### config.mk
export PLATFORM = sky130hd
export DESIGN_NAME = regfile_sb_flat
export DESIGN_NICKNAME = d
export VERILOG_FILES = /design/src/rtl/regfile_sb_pkg.sv /design/src/rtl/regfile_sb_if.sv /design/src/rtl/regfile_scoreboard.sv /design/src/rtl/regfile_sb.sv /design/src/flat_wrapper.sv
export SDC_FILE = /design/constraint.sdc
export NUM_CORES = 2
export LEC_CHECK = 0
export ABC_AREA = 1
export CORE_UTILIZATION = 37
export CTS_BUF_LIST = sky130_fd_sc_hd__clkbuf_4
export DETAILED_ROUTE_END_ITERATION = 8
export SYNTH_ARGS = -nofsm -noshare
export SYNTH_HDL_FRONTEND = slang
export SYNTH_SLANG_ARGS = --single-unit
export TNS_END_PERCENT = 100
### constraint.sdc
create_clock -name clock -period 3.85 [get_ports clock]
set_input_delay 0.77 -clock clock [delete_from_list [all_inputs] [get_ports clock]]
set_output_delay 0.77 -clock clock [all_outputs]
set_load 0.05 [all_outputs]
### src/rtl/regfile_sb_pkg.sv
// Shared register-file definitions: default sizing, the hardwired-zero index
// and the configuration record used by the decode-stage register file.
package regfile_sb_pkg;

    localparam int          DEFAULT_DATA_WIDTH = 32;
    localparam int          DEFAULT_NUM_REGS   = 32;
    localparam int unsigned REG_ZERO           = 0;

    typedef struct packed {
        int unsigned data_width;
        int unsigned num_regs;
        logic        bypass;
        logic        zero_reg;
    } regfile_cfg_t;

    // True when idx names the register that is hardwired to zero.
    function automatic logic isZeroIndex(input logic zeroReg, input int unsigned idx);
        return zeroReg && (idx == REG_ZERO);
    endfunction

endpackage

### src/rtl/regfile_sb_if.sv
// Decode/writeback bus into the scoreboarded register file.
interface regfile_sb_if
    import regfile_sb_pkg::*;
#(
    parameter int DATA_WIDTH = DEFAULT_DATA_WIDTH,
    parameter int NUM_REGS   = DEFAULT_NUM_REGS
);
    localparam int ADDR_WIDTH = $clog2(NUM_REGS);

    logic                  ctrl_writeEnable;
    logic [ADDR_WIDTH-1:0] ctrl_writeReg;
    logic [DATA_WIDTH-1:0] data_writeReg;
    logic                  ctrl_issueEnable;
    logic [ADDR_WIDTH-1:0] ctrl_issueReg;
    logic [ADDR_WIDTH-1:0] ctrl_readRegA;
    logic [ADDR_WIDTH-1:0] ctrl_readRegB;
    logic [DATA_WIDTH-1:0] data_readRegA;
    logic [DATA_WIDTH-1:0] data_readRegB;
    logic                  busy_A;
    logic                  busy_B;
    logic                  hazard;
    logic [ADDR_WIDTH:0]   pending_count;

    modport master (
        output ctrl_writeEnable, ctrl_writeReg, data_writeReg,
        output ctrl_issueEnable, ctrl_issueReg, ctrl_readRegA, ctrl_readRegB,
        input  data_readRegA, data_readRegB, busy_A, busy_B, hazard, pending_count
    );

    modport slave (
        input  ctrl_writeEnable, ctrl_writeReg, data_writeReg,
        input  ctrl_issueEnable, ctrl_issueReg, ctrl_readRegA, ctrl_readRegB,
        output data_readRegA, data_readRegB, busy_A, busy_B, hazard, pending_count
    );

endinterface

### src/rtl/regfile_scoreboard.sv
// Per-register busy bits for in-flight writes plus a running count of them.
module regfile_scoreboard
    import regfile_sb_pkg::*;
#(
    parameter int NUM_REGS   = DEFAULT_NUM_REGS,
    parameter int ADDR_WIDTH = $clog2(NUM_REGS),
    parameter bit ZERO_REG   = 1'b1
) (
    input  logic                  clock,
    input  logic                  ctrl_reset,
    input  logic                  writeEnable,
    input  logic [ADDR_WIDTH-1:0] writeReg,
    input  logic                  issueEnable,
    input  logic [ADDR_WIDTH-1:0] issueReg,
    output logic [NUM_REGS-1:0]   busy,
    output logic [ADDR_WIDTH:0]   pendingCount
);

    logic [NUM_REGS-1:0] busyReg;
    logic [NUM_REGS-1:0] busyNext;
    logic [ADDR_WIDTH:0] pendingCountReg;
    logic                issueValid;
    logic                countInc;
    logic                countDec;

    assign issueValid = issueEnable && !isZeroIndex(ZERO_REG, 32'(issueReg));

    // A new issue supersedes a completing write to the same register.
    genvar gi;
    generate
        for (gi = 0; gi < NUM_REGS; gi++) begin : g_busy
            if (ZERO_REG && gi == REG_ZERO) begin : g_zero
                assign busyNext[gi] = 1'b0;
            end else begin : g_live
                assign busyNext[gi] = (issueValid && issueReg == ADDR_WIDTH'(gi)) ||
                                      (busyReg[gi] && !(writeEnable && writeReg == ADDR_WIDTH'(gi)));
            end
        end
    endgenerate

    assign countInc = issueValid && !busyReg[issueReg];
    assign countDec = writeEnable && busyReg[writeReg] &&
                      !(issueValid && issueReg == writeReg);

    always_ff @(posedge clock) begin
        if (ctrl_reset) begin
            busyReg         <= '0;
            pendingCountReg <= '0;
        end else begin
            busyReg         <= busyNext;
            pendingCountReg <= pendingCountReg + (ADDR_WIDTH+1)'(countInc)
                                               - (ADDR_WIDTH+1)'(countDec);
        end
    end

    assign busy         = busyReg;
    assign pendingCount = pendingCountReg;

endmodule

### src/rtl/regfile_sb.sv
// Decode-stage register file: two combinational read ports, one write port,
// optional write-to-read bypass and a busy scoreboard driving the stall.
module regfile_sb
    import regfile_sb_pkg::*;
#(
    parameter int DATA_WIDTH = DEFAULT_DATA_WIDTH,
    parameter int NUM_REGS   = DEFAULT_NUM_REGS,
    parameter int ADDR_WIDTH = $clog2(NUM_REGS),
    parameter bit BYPASS     = 1'b1,
    parameter bit ZERO_REG   = 1'b1
) (
    input  logic         clock,
    input  logic         ctrl_reset,
    regfile_sb_if.slave  bus
);

    localparam regfile_cfg_t CFG = '{
        data_width: DATA_WIDTH,
        num_regs:   NUM_REGS,
        bypass:     BYPASS,
        zero_reg:   ZERO_REG
    };

    logic [DATA_WIDTH-1:0] memReg [NUM_REGS];
    logic [NUM_REGS-1:0]   busyVec;
    logic [ADDR_WIDTH-1:0] rdIdx  [2];
    logic                  writeLive;

    assign writeLive = bus.ctrl_writeEnable &&
                       !isZeroIndex(CFG.zero_reg, 32'(bus.ctrl_writeReg));

    always_ff @(posedge clock) begin
        if (ctrl_reset) begin
            for (int i = 0; i < NUM_REGS; i++) begin
                memReg[i] <= '0;
            end
        end else if (writeLive) begin
            memReg[bus.ctrl_writeReg] <= bus.data_writeReg;
        end
    end

    assign rdIdx[0] = bus.ctrl_readRegA;
    assign rdIdx[1] = bus.ctrl_readRegB;

    genvar gi;
    generate
        for (gi = 0; gi < 2; gi++) begin : g_port
            logic                  hit;
            logic [DATA_WIDTH-1:0] data;
            logic                  busy;

            assign hit = CFG.bypass && bus.ctrl_writeEnable && (bus.ctrl_writeReg == rdIdx[gi]);

            always_comb begin
                data = memReg[rdIdx[gi]];
                if (hit) begin
                    data = bus.data_writeReg;
                end
                if (isZeroIndex(CFG.zero_reg, 32'(rdIdx[gi]))) begin
                    data = '0;
                end
            end

            // A write completing this cycle is forwarded, so it must not stall.
            assign busy = busyVec[rdIdx[gi]] && !hit;
        end
    endgenerate

    assign bus.data_readRegA = g_port[0].data;
    assign bus.data_readRegB = g_port[1].data;
    assign bus.busy_A        = g_port[0].busy;
    assign bus.busy_B        = g_port[1].busy;
    assign bus.hazard        = g_port[0].busy | g_port[1].busy;

    regfile_scoreboard #(
        .NUM_REGS   (NUM_REGS),
        .ADDR_WIDTH (ADDR_WIDTH),
        .ZERO_REG   (ZERO_REG)
    ) u_scoreboard (
        .clock        (clock),
        .ctrl_reset   (ctrl_reset),
        .writeEnable  (bus.ctrl_writeEnable),
        .writeReg     (bus.ctrl_writeReg),
        .issueEnable  (bus.ctrl_issueEnable),
        .issueReg     (bus.ctrl_issueReg),
        .busy         (busyVec),
        .pendingCount (bus.pending_count)
    );

endmodule

### src/flat_wrapper.sv
// flat-port wrapper written by rule: the top's interface ports become plain ports
module regfile_sb_flat import regfile_sb_pkg::*;
#(
    parameter int DATA_WIDTH = DEFAULT_DATA_WIDTH,
    parameter int NUM_REGS   = DEFAULT_NUM_REGS,
    parameter int ADDR_WIDTH = $clog2(NUM_REGS),
    parameter bit BYPASS     = 1'b1,
    parameter bit ZERO_REG   = 1'b1
)
  (clock, ctrl_reset, bus_ctrl_writeEnable, bus_ctrl_writeReg, bus_data_writeReg, bus_ctrl_issueEnable, bus_ctrl_issueReg, bus_ctrl_readRegA, bus_ctrl_readRegB, bus_data_readRegA, bus_data_readRegB, bus_busy_A, bus_busy_B, bus_hazard, bus_pending_count);
  regfile_sb_if #(.DATA_WIDTH(DATA_WIDTH), .NUM_REGS(NUM_REGS)) bus_i ();
  input  logic clock;
  input  logic ctrl_reset;
  input wire logic [$bits(bus_i.ctrl_writeEnable)-1:0] bus_ctrl_writeEnable;
  input wire logic [$bits(bus_i.ctrl_writeReg)-1:0] bus_ctrl_writeReg;
  input wire logic [$bits(bus_i.data_writeReg)-1:0] bus_data_writeReg;
  input wire logic [$bits(bus_i.ctrl_issueEnable)-1:0] bus_ctrl_issueEnable;
  input wire logic [$bits(bus_i.ctrl_issueReg)-1:0] bus_ctrl_issueReg;
  input wire logic [$bits(bus_i.ctrl_readRegA)-1:0] bus_ctrl_readRegA;
  input wire logic [$bits(bus_i.ctrl_readRegB)-1:0] bus_ctrl_readRegB;
  output wire logic [$bits(bus_i.data_readRegA)-1:0] bus_data_readRegA;
  output wire logic [$bits(bus_i.data_readRegB)-1:0] bus_data_readRegB;
  output wire logic [$bits(bus_i.busy_A)-1:0] bus_busy_A;
  output wire logic [$bits(bus_i.busy_B)-1:0] bus_busy_B;
  output wire logic [$bits(bus_i.hazard)-1:0] bus_hazard;
  output wire logic [$bits(bus_i.pending_count)-1:0] bus_pending_count;
  assign bus_i.ctrl_writeEnable = bus_ctrl_writeEnable;
  assign bus_i.ctrl_writeReg = bus_ctrl_writeReg;
  assign bus_i.data_writeReg = bus_data_writeReg;
  assign bus_i.ctrl_issueEnable = bus_ctrl_issueEnable;
  assign bus_i.ctrl_issueReg = bus_ctrl_issueReg;
  assign bus_i.ctrl_readRegA = bus_ctrl_readRegA;
  assign bus_i.ctrl_readRegB = bus_ctrl_readRegB;
  assign bus_data_readRegA = bus_i.data_readRegA;
  assign bus_data_readRegB = bus_i.data_readRegB;
  assign bus_busy_A = bus_i.busy_A;
  assign bus_busy_B = bus_i.busy_B;
  assign bus_hazard = bus_i.hazard;
  assign bus_pending_count = bus_i.pending_count;
  regfile_sb #(.DATA_WIDTH(DATA_WIDTH), .NUM_REGS(NUM_REGS), .ADDR_WIDTH(ADDR_WIDTH), .BYPASS(BYPASS), .ZERO_REG(ZERO_REG)) u_core (.clock(clock), .ctrl_reset(ctrl_reset), .bus(bus_i));
endmodule
==> out/results.tsv <==
stage	metric	value	unit
sta	slew_viol_final	0	
sta	finalClockSkew	0.0293	ns
pwr	vdd_ir_drop_max	0.330	mV
logic_synthesis	yosysUniqueCellTypes	33	
sta	layout_min_cycle_time	3.79	ns
logic_synthesis	synth_most_common_cell	nand2_1	
logic_synthesis	ys_seq_elements	1061	
route	wl_met1	97100	µm
pwr	p_per_area	415	nW/µm²
logic_synthesis	syn_inst	7549	
critical_path	crit_required	3.08	ns
critical_path	path_buf_inv	3	
logic_synthesis	synth-edff-count	1024	
sta	whs	0.360	ns
critical_path	critPathMaxFanout	2	
run	drv_cap	0	
critical_path	r2r-start	u_core.u_scoreboard.busy[11]	
route	wl_met3	33400	µm
logic_synthesis	yosys_warnings	0	
sta	fmax	264	MHz
logic_synthesis	syn_avg_cell_area	7.95	µm²
grt	grt_max_degree	132	
cts	numCtsBuffers	305	
layout	fin_nets	7869	
die	fp.dieW	405	µm
layout	drive_gt1_frac	0.142	
sta	worstMarginPinSlew	0.888	ns
die	coreArea	161000	µm²
route	drtPass1Iterations	9	
place	hpwl	158000	µm
sta	finalSetupTns	0	ns
sta	relSlewSlack	0.405	
critical_path	startpoint_type	flop	
route	wl_met2	112000	µm
place	port_buffers	128	
grt	grt_pass1_wl	365000	µm
critical_path	arrival	3.02	ns
cts	cts.htree.levels	5	
cts	clock_latency	1.27	ns
sta	setup_viol	0	
logic_synthesis	synth.yosys.seq_area_share	0.525	
critical_path	criticalPathCategory	flop to primary output	
critical_path	slowest_stage	edfxtp_1	
route	routed_wl	253000	µm
grt	grt_pass1_vias	55100	
route	routed.top_layer	met5	
critical_path	cp-end-kind	primary output	
critical_path	path_cells	inv_1 > nand2_1 > nand3_1 > nand3_1 > nand2_1 > nand2_1 > nor2_2 > nand2_1 > nand2_1 > a21oi_1 > buf_4 > buf_12	
logic_synthesis	syn_area	60000	µm²
place	place_congestion	0.937	
sta	period_share	0.984	
route	vias_per_cell	5.72	
critical_path	crit_cells	12	
route	drtIter0Drc	7875	
grt	grt_overflow	0	
logic_synthesis	synth_async_sr_flop_share	0	
logic_synthesis	netlist.area_leader.share	0.513	
critical_path	cpMostUsedCell	nand2_1	
route	drc	2	
die	dieHeight	405	µm
pwr	leakage	29.7	nW
die	dieArea	164000	µm²
run_status	violations	DRC	
run_status	outcome	finished with violations	
sta	rsz0062_at_grt	yes	
logic_synthesis	yosys-top-cells-area	edfxtp_1 (51%), nand2_1 (12%), nor2_1 (8.1%)	
logic_synthesis	yosys.area.top_type	edfxtp_1	
logic_synthesis	synth_ff_type	edfxtp_1	
route	drtAntennaViolNets	0	
die	io_pins	129	
route	num_vias	58200	
die	floorplan.rows	147	
grt	antenna_found_initial	10	
layout	syn_to_final_growth	17.7	%
cts	cts.clk_slew.worst_paths	0.06	ns
critical_path	rrSetupSlack	0.69	ns
min_path	min_from	bus_ctrl_issueEnable	
cts	cts.sinks	1061	
route	post_drt_wl_per_cell	24.9	µm
critical_path	cp-startpoint	u_core.memReg[23][23]	
sta	final_hold_viol_count	0	
critical_path	path_delay_family	simple AND/OR/NAND/NOR gates	
logic_synthesis	synth_commonest_cells	nand2_1 (1,990), nor2_1 (1,288), edfxtp_1 (1,024)	
die	initial_core_util	0.373	
place	place.detailed.instances	9658	
min_path	hp-class	input port to flop	
grt	track_usage	0.303	
layout	stdcell_count	10200	
cts	root_buffer	clkbuf_4	
cts	clockBufferDepth	4	
min_path	holdPathStages	4	
critical_path	rr_worst_depth	16	
critical_path	max_stage_delay	0.36	ns
cts	cts_tree	yes	
-- path summary, 6_finish.rpt --
check                                                           end
worst min register to register          u_core.u_scoreboard.busy[3]
worst max register to register  u_core.u_scoreboard.pendingCount[4]
worst min-delay path                    u_core.u_scoreboard.busy[5]
worst max-delay path                          bus_data_readRegB[23]
-- layout make-up --
type	count	area (µm²)
clock buffer	430	3230
timing repair buffer	558	6390
inverter	684	2590
multi-input combinational	5196	23800
sequential	1061	31500
tap	2160	2700
antenna	2	5.00
clock inverter	74	348
fill	15800	90200
-- power by group --
part / switching [W] / total, W / internal (W)
sequential: 0.000299 / 0.0136 / 0.0133
clock: 0.00503 / 0.0103 / 0.00524
combinational: 0.00376 / 0.00544 / 0.00169
-- state kept, by name, indices dropped and copies added (netlist names) --
name and count:
u_core.memReg 1024, u_core.u_scoreboard.busy 31, u_core.u_scoreboard.pendingCount 6
-- what timing repair did --
item,in CTS,in global routing
setup endpoints to repair,33,45
pin swaps,1,1
setup buffers,0,0
endpoints found under the hold margin,14,0
hold buffers,1,0
gates resized for setup,44,57
-- cell families (layout without fill, tap and decap cells) --
| logic type | Yosys count | after routing | synth area share |
|---|---|---|---|
| AO/OA/AOI/OAI | 976 | 976 | 0.102 |
| buffers and inverters | 1323 | 1746 | 0.0878 |
| AND/OR/NAND/NOR | 4178 | 4178 | 0.283 |
| XOR/XNOR | 3 | 3 | 0.000438 |
| flip-flops | 1061 | 1061 | 0.525 |
| other | 1 | 34 | 0.0000625 |
| adder cells (fa/ha/maj) | 7 | 7 | 0.00159 |
-- worst register-to-register path, delay by kind of cell (launching register included) --
family / cells / cell delay, ns
flip-flops: 1 / 0.34
AO/OA/AOI/OAI: 6 / 0.90
buffers and inverters: 3 / 0.35
AND/OR/NAND/NOR: 4 / 0.57
adder cells (fa/ha/maj): 3 / 0.91
-- per-stage QoR --
step                 util  total power, W  worst slack (ns)  cell area [µm²]
floorplan               -          0.0166             0.206            60100
global placement    0.415          0.0190            -0.372            66600
detailed placement  0.415          0.0191            -0.331            66600
CTS                 0.438          0.0293           0.00226            70400
global route        0.439          0.0303           -0.0211            70600
finish              0.439          0.0293            0.0622            70600
-- metal layers --
metal,up-vias,GRT usage
li1,25700,-
met1,27600,0.398
met2,4052,0.467
met3,760,0.0803
met4,16,0.138
met5,-,0
-- cell usage in the layout, fill, tap and decap left out, types with 32 or more instances in the layout --
master           instances
a21oi_1                235
a31oi_1                 57
buf_12                 162
buf_4                  335
clkbuf_4               430
clkdlybuf4s50_1         49
clkinv_1                52
conb_1                  32
dfxtp_1                 37
edfxtp_1              1024
inv_1                  659
nand2_1               1927
nand2_2                 60
nand3_1                794
nand4_1                 49
nor2_1                1268
o211ai_1               408
o21ai_0                187
(Power assumes the default switching activity.)
